$ cat src/rtl/fixed_point_issue_controller_pkg.sv
// Shared opcodes, park opcode and controller state encodings for the
// fixed-point issue controller.
package fixed_point_issue_controller_pkg;

    localparam logic [1:0] FPU_ADD  = 2'd0;
    localparam logic [1:0] FPU_SUB  = 2'd1;
    localparam logic [1:0] FPU_MUL  = 2'd2;
    localparam logic [1:0] FPU_SQRT = 2'd3;

    // Opcode held on the unit between commands so the MUL/SQRT sequencers reset.
    localparam logic [1:0] PARK_OP  = FPU_ADD;

    typedef enum logic [1:0] {
        ST_IDLE  = 2'd0,
        ST_ISSUE = 2'd1,
        ST_WAIT  = 2'd2,
        ST_RESP  = 2'd3
    } state_t;

    function automatic logic is_multi_cycle(input logic [1:0] op);
        return (op == FPU_MUL) || (op == FPU_SQRT);
    endfunction

endpackage

$ cat src/rtl/fixed_point_issue_controller.sv
// Issue/hold/write-back sequencer in front of the fixed-point unit; parks the
// unit opcode between commands and times out unresponsive multi-cycle ops.
module fixed_point_issue_controller
    import fixed_point_issue_controller_pkg::*;
#(
    parameter int WIDTH    = 32,
    parameter int TIMEOUT  = 64,
    parameter int MIN_WAIT = 1
) (
    input  logic             clk,
    input  logic             reset,
    input  logic             flush,
    input  logic             req_valid,
    output logic             req_ready,
    input  logic [WIDTH-1:0] req_operand_1,
    input  logic [WIDTH-1:0] req_operand_2,
    input  logic [1:0]       req_operation,
    input  logic [4:0]       req_rd,
    output logic [WIDTH-1:0] fpu_operand_1,
    output logic [WIDTH-1:0] fpu_operand_2,
    output logic [1:0]       fpu_operation,
    input  logic [WIDTH-1:0] fpu_result,
    input  logic             fpu_ready,
    output logic             wb_valid,
    input  logic             wb_ready,
    output logic [WIDTH-1:0] wb_result,
    output logic [4:0]       wb_rd,
    output logic             wb_error,
    output logic             busy
);

    localparam int CW = $clog2(TIMEOUT + 1);

    state_t           r_state;
    logic [CW-1:0]    r_wait_cnt;
    logic [4:0]       r_rd;
    logic             r_req_ready;
    logic             r_busy;
    logic [WIDTH-1:0] r_fpu_operand_1;
    logic [WIDTH-1:0] r_fpu_operand_2;
    logic [1:0]       r_fpu_operation;
    logic             r_wb_valid;
    logic [WIDTH-1:0] r_wb_result;
    logic [4:0]       r_wb_rd;
    logic             r_wb_error;

    // Command FSM; the fpu_* registers double as the latched command while busy.
    always_ff @(posedge clk) begin
        if (!reset) begin
            r_state         <= ST_IDLE;
            r_wait_cnt      <= '0;
            r_rd            <= 5'd0;
            r_req_ready     <= 1'b1;
            r_busy          <= 1'b0;
            r_fpu_operand_1 <= '0;
            r_fpu_operand_2 <= '0;
            r_fpu_operation <= PARK_OP;
            r_wb_valid      <= 1'b0;
            r_wb_result     <= '0;
            r_wb_rd         <= 5'd0;
            r_wb_error      <= 1'b0;
        end else if (flush) begin
            r_state         <= ST_IDLE;
            r_wait_cnt      <= '0;
            r_req_ready     <= 1'b1;
            r_busy          <= 1'b0;
            r_fpu_operand_1 <= '0;
            r_fpu_operand_2 <= '0;
            r_fpu_operation <= PARK_OP;
            r_wb_valid      <= 1'b0;
        end else begin
            case (r_state)
                ST_IDLE: begin
                    if (req_valid) begin
                        r_fpu_operand_1 <= req_operand_1;
                        r_fpu_operand_2 <= req_operand_2;
                        r_fpu_operation <= req_operation;
                        r_rd            <= req_rd;
                        r_req_ready     <= 1'b0;
                        r_busy          <= 1'b1;
                        r_state         <= ST_ISSUE;
                    end
                end
                ST_ISSUE: begin
                    r_wait_cnt <= '0;
                    if (is_multi_cycle(r_fpu_operation)) begin
                        r_state <= ST_WAIT;
                    end else begin
                        r_wb_result     <= fpu_result;
                        r_wb_error      <= 1'b0;
                        r_wb_rd         <= r_rd;
                        r_wb_valid      <= 1'b1;
                        r_fpu_operand_1 <= '0;
                        r_fpu_operand_2 <= '0;
                        r_fpu_operation <= PARK_OP;
                        r_state         <= ST_RESP;
                    end
                end
                ST_WAIT: begin
                    if (r_wait_cnt != {CW{1'b1}}) begin
                        r_wait_cnt <= r_wait_cnt + CW'(1);
                    end
                    // A qualified ready wins over a timeout landing in the same cycle.
                    if (fpu_ready && (r_wait_cnt >= CW'(MIN_WAIT))) begin
                        r_wb_result     <= fpu_result;
                        r_wb_error      <= 1'b0;
                        r_wb_rd         <= r_rd;
                        r_wb_valid      <= 1'b1;
                        r_fpu_operand_1 <= '0;
                        r_fpu_operand_2 <= '0;
                        r_fpu_operation <= PARK_OP;
                        r_state         <= ST_RESP;
                    end else if (r_wait_cnt == CW'(TIMEOUT - 1)) begin
                        r_wb_result     <= '0;
                        r_wb_error      <= 1'b1;
                        r_wb_rd         <= r_rd;
                        r_wb_valid      <= 1'b1;
                        r_fpu_operand_1 <= '0;
                        r_fpu_operand_2 <= '0;
                        r_fpu_operation <= PARK_OP;
                        r_state         <= ST_RESP;
                    end
                end
                ST_RESP: begin
                    if (wb_ready) begin
                        r_wb_valid  <= 1'b0;
                        r_req_ready <= 1'b1;
                        r_busy      <= 1'b0;
                        r_state     <= ST_IDLE;
                    end
                end
                default: begin
                    r_state         <= ST_IDLE;
                    r_req_ready     <= 1'b1;
                    r_busy          <= 1'b0;
                    r_wb_valid      <= 1'b0;
                    r_fpu_operation <= PARK_OP;
                end
            endcase
        end
    end

    assign req_ready     = r_req_ready;
    assign busy          = r_busy;
    assign fpu_operand_1 = r_fpu_operand_1;
    assign fpu_operand_2 = r_fpu_operand_2;
    assign fpu_operation = r_fpu_operation;
    assign wb_valid      = r_wb_valid;
    assign wb_result     = r_wb_result;
    assign wb_rd         = r_wb_rd;
    assign wb_error      = r_wb_error;

endmodule
$ cat config.mk
export PLATFORM = sky130hd
export DESIGN_NAME = fixed_point_issue_controller
export DESIGN_NICKNAME = d
export VERILOG_FILES = /design/src/rtl/fixed_point_issue_controller_pkg.sv /design/src/rtl/fixed_point_issue_controller.sv
export SDC_FILE = /design/constraint.sdc
export NUM_CORES = 1
export LEC_CHECK = 0
export ABC_AREA = 1
export BUFFER_PORTS_ARGS = -buffer_cell sky130_fd_sc_hd__buf_4
export CAP_MARGIN = 10
export CORE_UTILIZATION = 41
export DETAILED_ROUTE_END_ITERATION = 10
export PLACE_DENSITY = 0.76
export SLEW_MARGIN = 0
export SYNTH_ARGS = -nofsm -noshare
export SYNTH_HDL_FRONTEND = slang
export SYNTH_SLANG_ARGS = --single-unit
$ cat constraint.sdc
create_clock -name clk -period 2.3 [get_ports clk]
set_clock_uncertainty 0.2 [all_clocks]
set_input_delay 0.345 -clock clk [delete_from_list [all_inputs] [get_ports clk]]
set_output_delay 0.345 -clock clk [all_outputs]
set_load 0.005 [all_outputs]
# Word-level counts from Yosys, hierarchy flattened
# Index checks and enable logic that the tools add are counted.
word_totals:
  input_bits: 109
  ff_bits: 121
  out_inout_bits: 107
  elab_cells: 83
op_classes:
  order_cmp: 1
  n_eq_ne: 12
  bitwise: 2
  n_reduce_logical: 15
  add_sub_neg: 1
  muxes: 40
ops:
  columns: ["cell", "count"]
  rows:
  - ["two-way mux 32 bit", 7]
  - ["case mux 32 bit (3 select lines)", 2]
  - ["case mux 32 bit (2 select lines)", 1]
  - ["two-way mux 2 bit", 8]
  - ["two-way mux 5 bit", 3]
  - ["case mux 7 bit (2 select lines)", 1]
  - ["AND reduction 4 bit", 3]
  - ["two-way mux 1 bit", 10]
  - ["case mux 5 bit (2 select lines)", 1]
  - ["AND reduction 3 bit", 3]
  - ["== test 2 bit (second input constant)", 4]
  - ["!= test 2 bit (second input constant)", 4]
  - ["case mux 2 bit (4 select lines)", 1]
  - ["adder 7 x 1 -> 7 bit (second input constant)", 1]
  - ["== test 7 x 6 -> 1 bit (second input constant)", 1]
  - ["greater-or-equal comparator 7 x 1 -> 1 bit (second input constant)", 1]
  - ["two-way mux 7 bit", 1]
  - ["!= test 7 bit (second input constant)", 1]
  - ["case mux 1 bit (2 select lines)", 3]
  - ["case mux 2 bit (3 select lines)", 1]
  - ["nonzero test 3 bit", 2]
  - ["nonzero test 2 bit", 2]
  - ["!= test 3 bit (second input constant)", 1]
  - ["case mux 1 bit (3 select lines)", 1]
  - ["other kinds (7)", 8]

# Depth between registers and ports, before layout
depth:
  word_depth: 4
  ltp_mapped: 12
  ltp_nobuf: 10

# Worst setup path after synthesis
# No wires, ideal clock.
synth_timing:
  kind: "flip-flop to flip-flop"
  start: "register r_state[0]"
  end: "register r_fpu_operand_1[23], in the netlist fpu_operand_1[23]"
  n_path_buf: 2
  t_arrival_ns: 1.614
  setup_time_ns: 0.070
  required_ns: 2.030
  stages_incl_launch_ff: 12
  period_less_slack_ns: 1.885
  setup_slack_ns: 0.415
  cell_sequence: "dfxtp_1 -> inv_1 -> ha_1 -> inv_2 -> nor2_1 -> inv_2 -> nand2_1 -> a21oi_2 -> buf_2 -> buf_2 -> nand3_1 -> a21oi_1"
synth_via:
  elab_chain_cells: 3
  elab_cells_between_ends: 9
  classes_between: "eq/ne: 5; mux: 1; reduce/logical: 3"
synth_lines:
  columns: ["element", "line_no", "source"]
  rows:
  - ["start: declaration", "fixed_point_issue_controller.sv:34", "state_t r_state;"]
  - ["start signal: assignment", "fixed_point_issue_controller.sv:50", "r_state <= ST_IDLE;"]
  - ["start signal: assignment", "fixed_point_issue_controller.sv:63", "r_state <= ST_IDLE;"]
  - ["start signal: assignment", "fixed_point_issue_controller.sv:81", "r_state <= ST_ISSUE;"]
  - ["== test 2 bit (tied with other cells)", "fixed_point_issue_controller.sv:72", "case (r_state)"]
  - ["!= test 3 bit (no line) (tied with other cells)", null, null]
  - ["AND reduction 4 bit (no line)", null, null]
  - ["end signal: assignment", "fixed_point_issue_controller.sv:75", "r_fpu_operand_1 <= req_operand_1;"]
  - ["end: declaration", "fixed_point_issue_controller.sv:39", "logic [WIDTH-1:0] r_fpu_operand_1;"]
# Several ways; a longest one is shown, not always the timed one.
# A chain may end at the register's enable or synchronous reset.

# Final worst setup path
layout_timing:
  start: "register r_state[0]"
  end: "register r_fpu_operand_2[24], in the netlist fpu_operand_2[24]"
layout_via:
  elab_chain_cells: 3
  elab_cells_between_ends: 9
  classes_between: "eq/ne: 5; mux: 1; reduce/logical: 3"
layout_lines:
  columns: ["element", "line_no", "source"]
  rows:
  - ["== test 2 bit (tied with other cells)", "fixed_point_issue_controller.sv:72", null]
  - ["!= test 3 bit (no line) (tied with other cells)", null, null]
  - ["AND reduction 4 bit (no line)", null, null]
  - ["end signal: assignment", "fixed_point_issue_controller.sv:76", "r_fpu_operand_2 <= req_operand_2;"]
  - ["end: declaration", "fixed_point_issue_controller.sv:40", "logic [WIDTH-1:0] r_fpu_operand_2;"]
# Several ways; a longest one is shown, not always the timed one.

==> impl_metrics.json <==
{
  "status": "finished, final reports clean",
  "max-vdd-ir-drop_mv": 0.4327,
  "r2r-start": "r_state[0]",
  "route.vias.total": 5362,
  "gr-total-overflow": 0,
  "synth_commonest_cells": "133 x nand2_1, 121 x dfxtp_1, 115 x nand3_1",
  "utilization_pct": 61.97,
  "syn_area_mm2": 0.005231,
  "synth_warnings": 0,
  "met2_length_um": 6710,
  "antenna_found_initial": 0,
  "cts.sinks": 121,
  "fillers": 1168,
  "cts_buffers": 17,
  "cts-root-buf": "clkbuf_16",
  "worstPathArrival_ns": 2.23,
  "crit_top_cell": "inv_2",
  "synth-edff-count": 0,
  "syn_to_final_growth_pct": 44.65,
  "drc": 0,
  "report.final.slew_viol_count": 0,
  "leakage_nw": 3.564,
  "fmax_ghz": 0.4733,
  "power_frac_comb_pct": 13.8,
  "switchingPower_mw": 1.321,
  "synth.distinct_cells": 21,
  "yosysTopAreaCell": "dfxtp_1",
  "cp_max_fo": 28,
  "fin_setup_tns_ns": 0,
  "avgSynthCellArea_um2": 7.022,
  "worstPathRequired_ns": 2.42,
  "synth.top_cell.area_share_pct": 46.30,
  "core_region_area_mm2": 0.01221,
  "swShare_pct": 23.90,
  "synth_seq_cells": 121,
  "critPathKind": "reg2reg",
  "rows": 40,
  "yosysMostFrequentCell": "nand2_1",
  "wl_met3_um": 992,
  "avgViaCountPerCell": 4.766,
  "intPower_mw": 4.206,
  "diodes": 0,
  "worstSetupEndpointType": "flip-flop",
  "syn_nets": 860,
  "hold_start": "fpu_result[13]",
  "top_layer": "met4",
  "post_cts_buffers": 0,
  "hold_class": "in2reg",
  "grt_pass1_vias": 5040,
  "ys_async_sr_fraction_pct": 0,
  "dp_hpwl_um": 9774,
  "clockBufferDepth": 2,
  "maxCapViolCount": 0,
  "synth-seq-area-share_pct": 46.30,
  "firstDrtPassIters": 4,
  "die-width_um": 115.0,
  "wl_um": 14270,
  "drt_iter0_drc": 275,
  "htreeDepth": 4,
  "clk_pin_slew_ns": 0.06,
  "netlist_top_cells_area": "dfxtp_1 46%, nand3_1 11%, a21oi_1 11%, nand2_1 9.5%, nor2_1 7.3%",
  "timing.critical_path.cells": "inv_1 > ha_2 > inv_2 > nor2_1 > inv_2 > nand2_1 > a21oi_4 > buf_4 > nand3_1 > a21oi_1",
  "die_y_um": 115.0,
  "timing.final.crit_share_pct": 91.86,
  "synth_cells": 745,
  "gr-usage-all-layers_pct": 21.99,
  "r2r_slack_ns": 0.19,
  "rsz0062_at_grt": "false",
  "cts_tree": "done",
  "seqPwrFrac_pct": 40.3,
  "finalHoldViolations": 0,
  "hold_ws_ns": 0.02170,
  "worstMarginPinSlew_ns": 0.6866,
  "cellPowerDensity_mw_per_mm2": 730.3,
  "grt_max_degree": 64,
  "grt_first_pass_wirelength_um": 23270,
  "gp_congestion": 0.8224,
  "wl_met1_um": 6316,
  "cp.buffers_inverters": 4,
  "synth_ff_type": "dfxtp_1",
  "relSlewSlack_pct": 54.23,
  "postRouteAntennaNets": 0,
  "cp-start-kind": "flip-flop",
  "p_clk_share_pct": 45.8,
  "cpLargestDelayFamily": "buffers and inverters",
  "hold_end": "wb_result[13]",
  "clk-insertion-delay-late_ns": 0.40,
  "drive_gt1_share_pct": 28.42,
  "reg2regPathDepth": 10,
  "dieArea_mm2": 0.01321,
  "crit_path_top_delay_cell": "dfxtp_1",
  "io_pins": 216,
  "io_buffers": 215,
  "initial_core_util_pct": 42.84,
  "min_period_ns": 2.113,
  "hold_depth": 3,
  "final-setup-viol-count": 0,
  "cp_slowest_stage_delay_ns": 0.41,
  "r2r-end": "fpu_operand_2[24]",
  "fin_nets": 1062,
  "wl_per_cell_um": 12.69
}
## worst min-delay path, stage by stage
cell     delay (ns)
buf_4          0.11
nand3_1        0.07
a21oi_1        0.06
## how the worst max path moves through the flow
stage	start	endpoint	slack (ns)	cells past startpoint
detailed placement	r_wait_cnt[1]	fpu_operand_1[12]	0.21	10
global placement	r_state[0]	fpu_operand_1[10]	0.27	10
CTS	r_state[0]	fpu_operand_2[24]	0.19	10
floorplan	r_state[0]	fpu_operand_1[23]	0.42	11
finish	r_state[0]	fpu_operand_2[24]	0.19	10
global route	r_wait_cnt[1]	fpu_operand_2[28]	0.01	10
## power by group through the flow
stage / registers, mW / clock network (mW) / logic [mW]
after global routing: 2.24 / 2.68 / 0.854
after CTS: 2.23 / 2.58 / 0.771
after floorplan: 2.27 / 0 / 0.407
after global placement: 2.27 / 0 / 0.756
final: 2.23 / 2.53 / 0.765
after detailed placement: 2.27 / 0 / 0.763
## cells by family (layout without fill, tap and decap cells)
group	after synthesis	count (layout)	share of synthesized area, %
buffers and inverters	137	349	11.24
DFF	121	121	46.30
AOI/OAI and AO/OA	122	122	11.89
adders and majority gates	6	6	1.435
and+or+nand+nor	359	359	29.13
## state kept, by name, summed over array words and instances (netlist names)
signal and flops:
fpu_operand_1 32, fpu_operand_2 32, wb_result 32, r_wait_cnt 7
r_rd 5, wb_rd 5, fpu_operation 2, r_state 2
busy 1, req_ready 1, wb_error 1, wb_valid 1
## timing repair
action | in CTS | in global routing
resized for setup | 0 | 1
hold buffers | 3 | 0
setup endpoints to repair | 0 | 7
endpoints found under the hold margin | 3 | 0
## area by class of cell
cell class              instances  area [µm²]  share of cell area [%]
clock buffers                  20       466.7                   6.167
inverters                      85       319.1                   4.216
multi-input cells             487        2236                   29.55
repair buffers                235        1813                   23.96
clock inverters                 9       100.1                   1.323
well taps                     168       210.2                   2.778
flip-flops and latches        121        2422                   32.01
## metal layers
metal,global-route usage (%),vias up
met5,0,-
met4,8.225,0
met3,7.011,24
met2,36.31,161
met1,26.78,2405
li1,-,2772
## layout by cell type, fill, tap and decap left out, drive strengths merged
master / instances
a21oi: 112
buf: 232
bufinv: 2
clkbuf: 20
clkinv: 5
clkinvlp: 2
dfxtp: 121
dlygate4sd3: 3
ha: 6
inv: 85
nand2: 133
nand3: 116
nand3b: 5
nand4: 1
nor2: 102
o21ai: 9
o221ai: 1
or2: 2
## per-stage QoR
| stage | area (µm²) | total power [mW] | worst slack [ns] | std cells |
|---|---|---|---|---|
| floorplan | 5231 | 2.679 | 0.4152 | 745 |
| global placement | 6967 | 3.027 | 0.2663 | 1093 |
| detailed placement | 6967 | 3.033 | 0.2095 | 1093 |
| CTS | 7564 | 5.578 | 0.1850 | 1125 |
| global route | 7567 | 5.773 | 0.01353 | 1125 |
| finish | 7567 | 5.526 | 0.1871 | 1125 |
Power figures use the tool's default switching activity.
